--- config.mk ---
export PLATFORM = sky130hd
export DESIGN_NAME = dma_streamer
export DESIGN_NICKNAME = d
export VERILOG_FILES = /design/src/rtl/dma_streamer.sv
export SDC_FILE = /design/constraint.sdc
export NUM_CORES = 1
export LEC_CHECK = 0
export ABC_AREA = 1
export BUFFER_PORTS_ARGS = -buffer_cell sky130_fd_sc_hd__clkbuf_2
export CAP_MARGIN = 0
export CORE_MARGIN = 2
export CORE_UTILIZATION = 64
export CTS_CLUSTER_DIAMETER = 50
export DETAILED_ROUTE_END_ITERATION = 12
export PLACE_DENSITY = 0.87
export RECOVER_POWER = 50
export SYNTH_ARGS = -nofsm -noshare
export SYNTH_HDL_FRONTEND = slang
export SYNTH_SLANG_ARGS = --single-unit
export TNS_END_PERCENT = 50
--- constraint.sdc ---
create_clock -name clk -period 9.1 [get_ports clk]
set_input_delay 1.365 -clock clk [delete_from_list [all_inputs] [get_ports clk]]
set_output_delay 1.365 -clock clk [all_outputs]
set_load 0.01 [all_outputs]
--- src/rtl/dma_streamer.sv ---
// Splits one DMA descriptor into AXI-legal bursts (MAX_BEATS, 4 KB boundary, FIXED length cap).
// Latency: 2 cycles from an accepted start to the first request; requests hold until req_ready_i.
module dma_streamer #(
    parameter int unsigned MAX_BEATS = 16
) (
    input  logic        clk,
    input  logic        rst,
    input  logic        dma_active_i,
    input  logic        dma_abort_i,
    input  logic        start_i,
    input  logic [31:0] addr_i,
    input  logic [31:0] bytes_i,
    input  logic        mode_fixed_i,
    output logic        req_valid_o,
    output logic [31:0] req_addr_o,
    output logic [7:0]  req_alen_o,
    output logic [2:0]  req_size_o,
    output logic [3:0]  req_strb_o,
    output logic        req_mode_o,
    input  logic        req_ready_i,
    output logic        busy_o,
    output logic        done_o,
    output logic        cfg_err_o,
    output logic [15:0] burst_cnt_o
);

    typedef enum logic [1:0] {IDLE, CALC, REQ, DONE} state_t;

    localparam logic [31:0] CAP_INCR  = 32'(MAX_BEATS);
    localparam logic [31:0] CAP_FIXED = (MAX_BEATS < 16) ? 32'(MAX_BEATS) : 32'd16;

    state_t      state, state_nxt;
    logic [31:0] addr;
    logic [31:0] rem_beats;
    logic [31:0] beats;
    logic [1:0]  tail;
    logic        mode;

    logic        accept;
    logic        bad_desc;
    logic        hs;
    logic [31:0] rem_after;
    logic [10:0] bnd_words;
    logic [31:0] lim;
    logic [31:0] beats_calc;
    logic [3:0]  strb_calc;

    assign req_size_o = 3'b010;
    assign accept     = (state == IDLE) && start_i && dma_active_i;
    assign bad_desc   = (addr_i[1:0] != 2'b00) || (bytes_i == 32'd0);
    assign hs         = (state == REQ) && req_ready_i;
    assign rem_after  = rem_beats - beats;
    // Words left before the next 4 KB page; 1..1024 for a word-aligned address.
    assign bnd_words  = 11'd1024 - {1'b0, addr[11:2]};

    always_comb begin
        lim = mode ? CAP_FIXED : CAP_INCR;
        if (!mode && ({21'd0, bnd_words} < lim)) begin
            lim = {21'd0, bnd_words};
        end
        beats_calc = (rem_beats < lim) ? rem_beats : lim;
        strb_calc  = 4'hF;
        if ((beats_calc == rem_beats) && (tail != 2'b00)) begin
            case (tail)
                2'd1:    strb_calc = 4'h1;
                2'd2:    strb_calc = 4'h3;
                default: strb_calc = 4'h7;
            endcase
        end
    end

    always_ff @(posedge clk) begin
        if (rst) begin
            state <= IDLE;
        end else begin
            state <= state_nxt;
        end
    end

    always_comb begin
        state_nxt   = state;
        req_valid_o = (state == REQ);
        busy_o      = (state != IDLE);
        done_o      = (state == DONE);
        case (state)
            IDLE: if (accept) state_nxt = bad_desc ? DONE : CALC;
            CALC: state_nxt = dma_abort_i ? DONE : REQ;
            REQ: begin
                if (hs) begin
                    state_nxt = (dma_abort_i || (rem_after == 32'd0)) ? DONE : CALC;
                end else if (dma_abort_i) begin
                    state_nxt = DONE;
                end
            end
            DONE:    state_nxt = IDLE;
            default: state_nxt = IDLE;
        endcase
        if (!dma_active_i) begin
            state_nxt = IDLE;
        end
    end

    always_ff @(posedge clk) begin
        if (rst) begin
            addr        <= '0;
            rem_beats   <= '0;
            beats       <= '0;
            tail        <= '0;
            mode        <= 1'b0;
            req_addr_o  <= '0;
            req_alen_o  <= '0;
            req_strb_o  <= '0;
            req_mode_o  <= 1'b0;
            burst_cnt_o <= '0;
            cfg_err_o   <= 1'b0;
        end else begin
            if (accept) begin
                cfg_err_o <= (addr_i[1:0] != 2'b00);
                if (!bad_desc) begin
                    addr        <= addr_i;
                    mode        <= mode_fixed_i;
                    rem_beats   <= {2'b00, bytes_i[31:2]} + {31'd0, |bytes_i[1:0]};
                    tail        <= bytes_i[1:0];
                    burst_cnt_o <= '0;
                end
            end
            if (state == CALC) begin
                beats      <= beats_calc;
                req_addr_o <= addr;
                req_alen_o <= 8'(beats_calc - 32'd1);
                req_strb_o <= strb_calc;
                req_mode_o <= mode;
            end
            if (hs) begin
                burst_cnt_o <= burst_cnt_o + 16'd1;
                rem_beats   <= rem_after;
                if (!mode) begin
                    addr <= addr + (beats << 2);
                end
            end
        end
    end

endmodule

Word-level counts from Yosys, hierarchy flattened:

Index checks and enable logic that the tools add are counted.

* register bits: 163
* word-level logic and storage cells: 72

* $add $sub $neg: 6
* magnitude comparators: 2
* equality and inequality tests: 9
* multiplexer cells: 21
* bitwise logic cells: 2
* reductions and logical operators: 20

Operators with widths (count)
* 32-bit two-way mux: 8
* 32-bit zero test: 2
* 16-bit two-way mux: 3
* 32-bit adder: 1
* 32-bit == test: 1
* 32-bit by 11-bit < comparator with 1-bit output: 1
* 32-bit subtractor: 1
* 30-bit by 1-bit adder with 31-bit output: 1
* 16-bit by 1-bit adder with 16-bit output (second input constant): 1
* 11-bit by 5-bit < comparator with 1-bit output (second input constant): 1
* 11-bit two-way mux: 1
* 11-bit by 10-bit subtractor with 11-bit output (first input constant): 1
* 2-bit two-way mux: 5
* 2-bit case mux with 4 select lines: 1
* 2-bit nonzero test: 4
* 8-bit by 1-bit subtractor with 8-bit output (second input constant): 1
* 2-bit == test (second input constant): 3
* 3-bit case mux with 2 select lines: 1
* 2-bit AND reduction: 3
* 1-bit logical AND: 5
* 2-bit by 1-bit == test with 1-bit output (second input constant): 2
* 4-bit two-way mux: 1
* 2-bit OR reduction: 2
* 3-bit by 2-bit inequality test with 1-bit output (second input constant): 1
* 7 further kinds: 9

Depth between registers and ports, before layout:

Gate-level depths: netlist of run 1.

* word-level depth: 9
* depth in mapped cells: 34
* mapped depth without buffers: 32

Worst setup path before layout of run 1:

Ideal clock, no wire load.

* path kind: input port to flip-flop
* start: input port bytes_i[1]
* end: register rem_beats[28]
* arrival time: 3.485 ns
* required time: 9.030 ns
* setup slack: 5.545 ns
* stages on the path: 18
* path through: or2_2 -> ha_1 -> ha_1 -> nand3_2 -> nor2_4 -> nand2_2 -> nor2_4 -> nand3_4 -> nor2_4 -> nand4_4 -> nor3_2 -> nand4_2 -> nor4_4 -> nand2_2 -> nor2_2 -> nand2_1 -> or2_0 -> a21oi_1

* cells in the longest elaborated chain, start to end: 5
* elaborated cells between the ends (all ways): 9
* those cells by class: 1 x add/sub; 1 x eq/ne; 3 x mux; 4 x reduce/logical

RTL lines
* start: declaration: line 12 `input logic [31:0] bytes_i,`
* 2-bit OR reduction: line 122 `rem_beats <= {2'b00, bytes_i[31:2]} + {31'd0, |bytes_i[1:0]};`
* 30-bit by 1-bit adder with 31-bit output: line 122
* 32-bit two-way mux: line 119 `if (!bad_desc) begin`
* 32-bit two-way mux: line 117 `if (accept) begin`
* 32-bit two-way mux: line 134 `if (hs) begin`
* end signal: assignment: line 122
* end signal: assignment: line 136 `rem_beats <= rem_after;`
* end: declaration: line 34 `logic [31:0] rem_beats;`

Parallel ways exist; a longest one is shown, timed or not. The select of a mux whose other input is x is not followed.
A chain may end at the register's enable or synchronous reset.

==> flow_metrics.env, run 1 <==
export IMPL_grt_max_degree=99
export IMPL_max_freq_ghz=0.165
export IMPL_crit_fanout=79
export IMPL_die_h_um=135
export IMPL_setup_tns_ns=0
export IMPL_viasPerCell=5.93
export IMPL_cp_slowest_cell="clkbuf_1"
export IMPL_top_usage_layer="met2"
export IMPL_path_class="in -> reg"
export IMPL_worst_ep_required_time_ns=9.38
export IMPL_critPathArrivalTime_ns=6.34
export IMPL_hold_violations=0
export IMPL_finalWirelength_um=31300
export IMPL_p_sw_share_pct=33.8
export IMPL_dr_pass1_iters=9
export IMPL_core_area_mm2=0.0167
export IMPL_place_gp_congestion=1.01
export IMPL_tightest_slew_ns=4.01
export IMPL_netSwitchingPower_mw=0.708
export IMPL_seqPwrFrac_pct=37.0
export IMPL_finalWorstSetupSlack_ns=3.05
export IMPL_ys_types=58
export IMPL_hpwlAfterDp_um=22500
export IMPL_crit_path_cell_trace="clkbuf_2 -> clkbuf_1 -> inv_2 -> buf_4 -> o21ai_0 -> a211oi_1"
export IMPL_finalNetCount=1877
export IMPL_cp_slowest_stage_delay_ns=2.80
export IMPL_p_clk_share_pct=34.5
export IMPL_total_leakage_power_nw=5.56
export IMPL_synth_warnings=0
export IMPL_die_w_um=135
export IMPL_drc_errors=0
export IMPL_finClkSkew_ns=0.00987
export IMPL_critPathBufInv=4
export IMPL_cts_sinks=163
export IMPL_drv_cap=1
export IMPL_slew_violations=80
export IMPL_first_iter_violations=1033
export IMPL_synthCells=1617
export IMPL_cts_hold_buf=0
export IMPL_syn_area_per_cell_um2=6.81
export IMPL_cts_resized=0
export IMPL_dp_slack_ns=4.94
export IMPL_combinationalPowerShare_pct=28.6
export IMPL_area_growth_pct=11.8
export IMPL_synth_seq_cells=163
export IMPL_end_kind="flip-flop"
export IMPL_drive_gt1_share_pct=8.70
export IMPL_min_path_type="reg -> reg"
export IMPL_grt_use_met3_pct=5.61
export IMPL_clkTransAtPathRegs_ns=0.06
export IMPL_grt_pass1_vias=10980
export IMPL_met2_usage_pct=61.1
export IMPL_slew_headroom_pct=-167
export IMPL_start_util_pct=65.9
export IMPL_cell_internal_pwr_mw=1.38
export IMPL_async_reset_ff_share_pct=0
export IMPL_clk_latency_ns=0.43
export IMPL_die_area_mm2=0.0183
export IMPL_outcome="finished, violations left"
export IMPL_synth_main_ff_cell="dfxtp_1"
export IMPL_use_met1_pct=42.6
export IMPL_setup_viol=0
export IMPL_grt_pass1_wl_um=51600
export IMPL_vias=11600
export IMPL_fin_crit_ns=6.05
export IMPL_finalCritPeriodShare_pct=66.5
export IMPL_postCtsSetupBuffers=0
export IMPL_tritoncts_num_buffers=17
export IMPL_clock_path_buffers=2
export IMPL_violations="max-capacitance violations, max-slew violations"
export IMPL_grtUsageTotal_pct=34.9
export IMPL_startpoint_type="input port"
export IMPL_std_cell_rows=47
export IMPL_critical_path_top_delay_family="buffers and inverters"
export IMPL_htreeDepth=4
export IMPL_antenna_found_initial=0
export IMPL_cts_tree="yes"
export IMPL_power_density_mw_per_mm2=170
export IMPL_wl_per_cell_um=16.0
export IMPL_rsz0062_at_grt="false"
export IMPL_synth_edf_count=0
export IMPL_globalRouteOverflowTotal=0
export IMPL_n_antenna_cell=0
export IMPL_antenna_left=0
export IMPL_port_buffers=135
export IMPL_finish_utilization_pct=73.7
export IMPL_yosysSeqAreaShare_pct=29.6
export IMPL_cts_root_buffer="clkbuf_16"
export IMPL_netlist_area_mm2=0.0110
export IMPL_peakVddDrop_mv=0.150
export IMPL_pin_count=139
## Yosys cell counts (2+ instances only)
| master | n | area, um^2 |
|---|---|---|
| nand3_1 | 68 | 340 |
| nand4_1 | 14 | 87.6 |
| nor2_1 | 182 | 683 |
| a21boi_1 | 3 | 22.5 |
| nor3_2 | 2 | 20.0 |
| conb_1 | 2 | 7.51 |
| o221a_2 | 2 | 22.5 |
| or2_2 | 3 | 18.8 |
| xor2_1 | 43 | 377 |
| a221oi_1 | 15 | 131 |
| dfxtp_1 | 163 | 3260 |
| clkbuf_1 | 51 | 191 |
| inv_1 | 175 | 657 |
| o21ai_0 | 126 | 631 |
| a21boi_0 | 2 | 15.0 |
| nand3_2 | 2 | 20.0 |
| nor4_1 | 19 | 119 |
| o21ai_1 | 14 | 70.1 |
| a21o_1 | 6 | 45.0 |
| o211ai_1 | 10 | 75.1 |
| nand3b_1 | 3 | 22.5 |
| mux2i_1 | 3 | 30.0 |
| fa_1 | 2 | 40.0 |
| nand2_4 | 2 | 22.5 |
| xnor2_1 | 19 | 166 |
| inv_2 | 5 | 18.8 |
| nor2_2 | 8 | 50.1 |
| nand2_2 | 11 | 68.8 |
| nand2_1 | 295 | 1110 |
| a211oi_1 | 28 | 210 |
| a21oi_1 | 160 | 801 |
| and3_1 | 2 | 12.5 |
| o21a_1 | 5 | 37.5 |
| buf_2 | 2 | 10.0 |
| o221ai_1 | 5 | 43.8 |
| o21bai_1 | 7 | 52.6 |
| ha_1 | 77 | 963 |
| buf_4 | 5 | 37.5 |
| a31oi_1 | 12 | 75.1 |
| nor3_1 | 43 | 215 |
| nor2_4 | 4 | 45.0 |
## registers in the layout (all words and copies together), names as in the netlist
register / cells
req_alen_o: 8
rem_beats: 32
cfg_err_o: 1
req_strb_o: 4
tail: 2
state: 2
burst_cnt_o: 16
beats: 32
req_addr_o: 32
req_mode_o: 1
addr: 32
mode: 1
## metal layers
metal  up-vias  share of wire [%]
met2       486                 49
met5         -                  0
met4         0                3.3
met3        97                6.4
met1      5343                 41
li1       5674                  -
## layout by cell type (no fill, tap or decap), drive strengths merged, types with 3 or more instances in the layout
cell	n
ha	77
or2	5
a21boi	5
clkinv	3
clkbuf	156
nand3b	3
a221oi	15
nor2	194
dfxtp	163
buf	8
bufinv	3
mux2i	3
o21bai	7
nand2	308
inv	181
xnor2	19
o21a	5
nand4	16
nand3	71
conb	9
o21ai	140
o221ai	5
a21oi	160
nor4	20
o211ai	10
a211oi	28
a31oi	12
nor3	45
xor2	43
a21o	6
## power groups by stage
| stage | registers [mW] | logic, mW | clock network (mW) |
|---|---|---|---|
| 6_report | 0.773 | 0.597 | 0.721 |
| 5_1_grt | 0.775 | 0.667 | 0.752 |
| 4_1_cts | 0.772 | 0.587 | 0.726 |
| 3_5_place_dp | 0.787 | 0.578 | 0 |
| 3_3_place_gp | 0.787 | 0.570 | 0 |
| 2_1_floorplan | 0.784 | 0.428 | 0 |
## kinds of logic (layout without fill, tap and decap cells)
| group | Yosys count | after routing | share of synthesized area (%) |
|---|---|---|---|
| other | 2 | 9 | 0.0682 |
| flip-flops | 163 | 163 | 29.6 |
| XOR/XNOR | 62 | 62 | 4.93 |
| AND/OR/NAND/NOR | 667 | 667 | 26.7 |
| adder cells (fa/ha/maj) | 79 | 79 | 9.11 |
| buffers and inverters | 241 | 353 | 8.48 |
| AO/OA/AOI/OAI | 400 | 400 | 20.8 |
| multiplexers | 3 | 3 | 0.273 |
## stage by stage
step           hold WS (ns)  power [mW]  instances  instance area (um^2)
6_report              0.453        2.09       1956                 12300
5_1_grt               0.485        2.19       1956                 12300
4_1_cts               0.455        2.08       1956                 12400
3_5_place_dp          0.446        1.37       1928                 11800
3_3_place_gp          0.436        1.36       1928                 11800
2_1_floorplan         0.428        1.21       1624                 11000
## path summary, 6_finish.rpt
kind                                 from       endpoint  slack, ns  cells after the start
worst max register to register    addr[3]  req_alen_o[6]       5.07                     31
worst min register to register  beats[30]      beats[30]       0.45                      2
worst min-delay path            beats[30]      beats[30]       0.45                      2
worst max-delay path                  rst  rem_beats[17]       3.05                      6
## cell type report
class / count / area, um^2
Multi-Input combinational cell: 1220 / 6860
Fill cell: 1439 / 4390
Sequential cell: 163 / 3260
Inverter: 181 / 679
Timing Repair Buffer: 144 / 658
Clock buffer: 20 / 447
Tap cell: 220 / 275
Clock inverter: 8 / 131
## worst reg2reg max path: cells and delay by family (launching register included)
family	cells	cell delay [ns]
compound gates	1	0.15
simple gates	22	2.26
buf+inv	5	0.48
fa+ha+maj	3	0.72
flops	1	0.31
Note: power is estimated with default switching activity, not from simulation.
==> run 2: changes to the inputs <==
Settings changed: ABC_AREA 1 to 0, CORE_UTILIZATION 64 to 59, PLACE_DENSITY 0.87 to 0.81.
Clock period 9.1 ns to 5.9 ns, I/O delays scaled along.
==> flow_metrics.env, run 2 <==
export IMPL_outcome="finished, violations left"
export IMPL_violations="max-capacitance violations, max-slew violations"
export IMPL_die_w_um=139
export IMPL_synth_top_area_cell="dfxtp_1"
export IMPL_cts_tree="yes"
export IMPL_area_growth_pct=12.2
export IMPL_min_path_cells=2
export IMPL_combinationalPowerShare_pct=26.6
export IMPL_grt_pass1_wl_um=48300
export IMPL_htreeDepth=4
export IMPL_layout_common_cells="220 x nand2_1, 163 x dfxtp_1, 129 x a21oi_1"
export IMPL_antenna_left=0
export IMPL_grt_pass1_vias=9745
export IMPL_synth_top_area_share_pct=30.3
export IMPL_mostFrequentLayoutCell="nand2_1"
export IMPL_finClkSkew_ns=0.0102
export IMPL_cts_root_buffer="clkbuf_16"
export IMPL_synth_main_ff_cell="dfxtp_1"
export IMPL_antenna_found_initial=0
export IMPL_tightest_slew_ns=3.37
export IMPL_async_reset_ff_share_pct=0
export IMPL_viasPerCell=6.15
export IMPL_use_met1_pct=43.5
export IMPL_final_fill_count=1535
export IMPL_netlist_area_mm2=0.0108
export IMPL_std_cell_rows=49
export IMPL_cell_internal_pwr_mw=2.14
export IMPL_first_iter_violations=894
export IMPL_core_area_mm2=0.0180
export IMPL_port_buffers=135
export IMPL_grt_use_met3_pct=4.94
export IMPL_power_density_mw_per_mm2=262
export IMPL_drive_gt1_share_pct=8.95
export IMPL_finalCritPeriodShare_pct=82.3
export IMPL_synth_warnings=0
export IMPL_met2_usage_pct=45.6
export IMPL_die_area_mm2=0.0193
export IMPL_syn_area_per_cell_um2=7.60
export IMPL_finish_utilization_pct=67.2
export IMPL_n_antenna_cell=0
export IMPL_clkTransAtPathRegs_ns=0.06
export IMPL_yosysSeqAreaShare_pct=30.3
export IMPL_r2r_start="addr[2]"
export IMPL_postCtsSetupBuffers=0
export IMPL_cts_resized=0
export IMPL_total_leakage_power_nw=4.68
export IMPL_slew_headroom_pct=-124
export IMPL_drc_errors=0
export IMPL_drv_cap=2
export IMPL_peakVddDrop_mv=0.234
export IMPL_hold_violations=0
export IMPL_globalRouteOverflowTotal=0
export IMPL_cts_sinks=163
export IMPL_start_util_pct=59.9
export IMPL_vias=10817
export IMPL_synthCells=1417
export IMPL_max_freq_ghz=0.206
export IMPL_clk_latency_ns=0.43
export IMPL_finalNetCount=1667
export IMPL_dr_pass1_iters=5
export IMPL_place_gp_congestion=0.931
export IMPL_dp_slack_ns=1.20
export IMPL_min_path_type="reg -> reg"
export IMPL_path_class="reg -> reg"
export IMPL_pin_count=139
export IMPL_synth_seq_cells=163
export IMPL_cts_hold_buf=0
export IMPL_setup_tns_ns=0
export IMPL_p_sw_share_pct=32.3
export IMPL_wl_per_cell_um=16.8
export IMPL_crit_fanout=18
export IMPL_crit_start="addr[2]"
export IMPL_r2r_end="req_alen_o[4]"
export IMPL_fin_crit_ns=4.85
export IMPL_netSwitchingPower_mw=1.03
export IMPL_synth_most_common_cell="nand2_1"
export IMPL_top_usage_layer="met2"
export IMPL_slew_violations=129
export IMPL_rrSetupSlack_ns=1.05
export IMPL_synth_common_cells="220 x nand2_1, 163 x dfxtp_1, 129 x a21oi_1, 123 x nor2_1, 77 x ha_1"
export IMPL_grtUsageTotal_pct=29.9
export IMPL_tritoncts_num_buffers=17
export IMPL_finalWorstSetupSlack_ns=1.05
export IMPL_rsz0062_at_grt="false"
export IMPL_clock_path_buffers=2
export IMPL_ff2ff_path_depth=17
export IMPL_worst_ep_required_time_ns=6.07
export IMPL_startpoint_type="flip-flop"
export IMPL_setup_viol=0
export IMPL_seqPwrFrac_pct=37.5
export IMPL_synth_edf_count=0
export IMPL_ys_types=71
export IMPL_min_to="beats[30]"
export IMPL_grt_max_degree=78
export IMPL_holdCritStartpoint="beats[30]"
export IMPL_yosys_top_cells_area="dfxtp_1 30%, ha_1 8.9%, nand2_1 7.7%"
export IMPL_p_clk_share_pct=35.9
export IMPL_critPathArrivalTime_ns=5.02
export IMPL_die_h_um=139
export IMPL_finalWirelength_um=29600
export IMPL_hpwlAfterDp_um=21300
export IMPL_end_kind="flip-flop"
## run 2: cell count changes after synthesis, moves of 18 or more
cell      change
inv_1       -128
nand2_1      -75
o21ai_0      -67
nor2_1       -59
a21oi_1      -31
xnor2_1      +27
a311oi_1     +25
nand3_1      -20
and3_1       +18
## run 2: power by group through the flow
stage	sequential [mW]	clock [mW]	combinational (mW)
2_1_floorplan	1.20	0	0.626
3_3_place_gp	1.21	0	0.814
3_5_place_dp	1.21	0	0.821
4_1_cts	1.19	1.14	0.831
5_1_grt	1.19	1.19	0.932
6_report	1.19	1.14	0.842
## run 2: worst max-delay path, stage by stage, from the launching register on
cell,delay (ns)
dfxtp_1,0.41
or4_4,0.60
or3_1,0.32
o31a_1,0.27
or3_1,0.55
clkinv_4,0.14
nand2_1,0.14
ha_1,0.35
a21oi_1,0.15
nor2_1,0.05
nor2_1,0.08
a21oi_1,0.06
a211o_1,0.26
a31oi_4,0.32
buf_4,0.29
mux2i_1,0.33
xnor2_1,0.15
a21oi_1,0.08
## run 2: kinds of logic after synthesis
| group | synth area share [%] |
|---|---|
| AND/OR/NAND/NOR | 24.8 |
| AO/OA/AOI/OAI | 23.6 |
| flip-flops | 30.3 |
| buffers and inverters | 4.49 |
| XOR/XNOR | 7.00 |
| adder cells (fa/ha/maj) | 9.32 |
| multiplexers | 0.465 |
| other | 0.0698 |
## run 2: worst max-delay path by stage
stage                          endpoint  slack, ns
after floorplan           req_alen_o[6]       1.57
after global placement         beats[4]       1.24
after detailed placement       beats[4]       1.20
after CTS                      beats[4]       1.17
after global routing      req_alen_o[4]       0.70
final                     req_alen_o[4]       1.05
## run 2: layout make-up
class	instances	area [um^2]	area share (%)
Timing Repair Buffer	146	678	5.62
Sequential cell	163	3260	27.0
Inverter	48	185	1.53
Clock buffer	22	484	4.01
Tap cell	229	287	2.37
Multi-Input combinational cell	1141	7060	58.4
Clock inverter	10	121	1.01
## run 2: per-layer routing
layer,wire length (um),vias up
met1,13700,4973
met5,0,-
met2,12700,483
li1,-,5320
met4,512,0
met3,2660,41
## run 2: per-stage QoR
| step | hold slack (ns) | power, mW | cells | area, um^2 |
|---|---|---|---|---|
| detailed placement | 0.440 | 2.03 | 1727 | 11600 |
| finish | 0.453 | 3.17 | 1759 | 12100 |
| global placement | 0.436 | 2.02 | 1727 | 11600 |
| global route | 0.470 | 3.31 | 1759 | 12100 |
| floorplan | 0.427 | 1.82 | 1424 | 10800 |
| CTS | 0.454 | 3.16 | 1759 | 12200 |
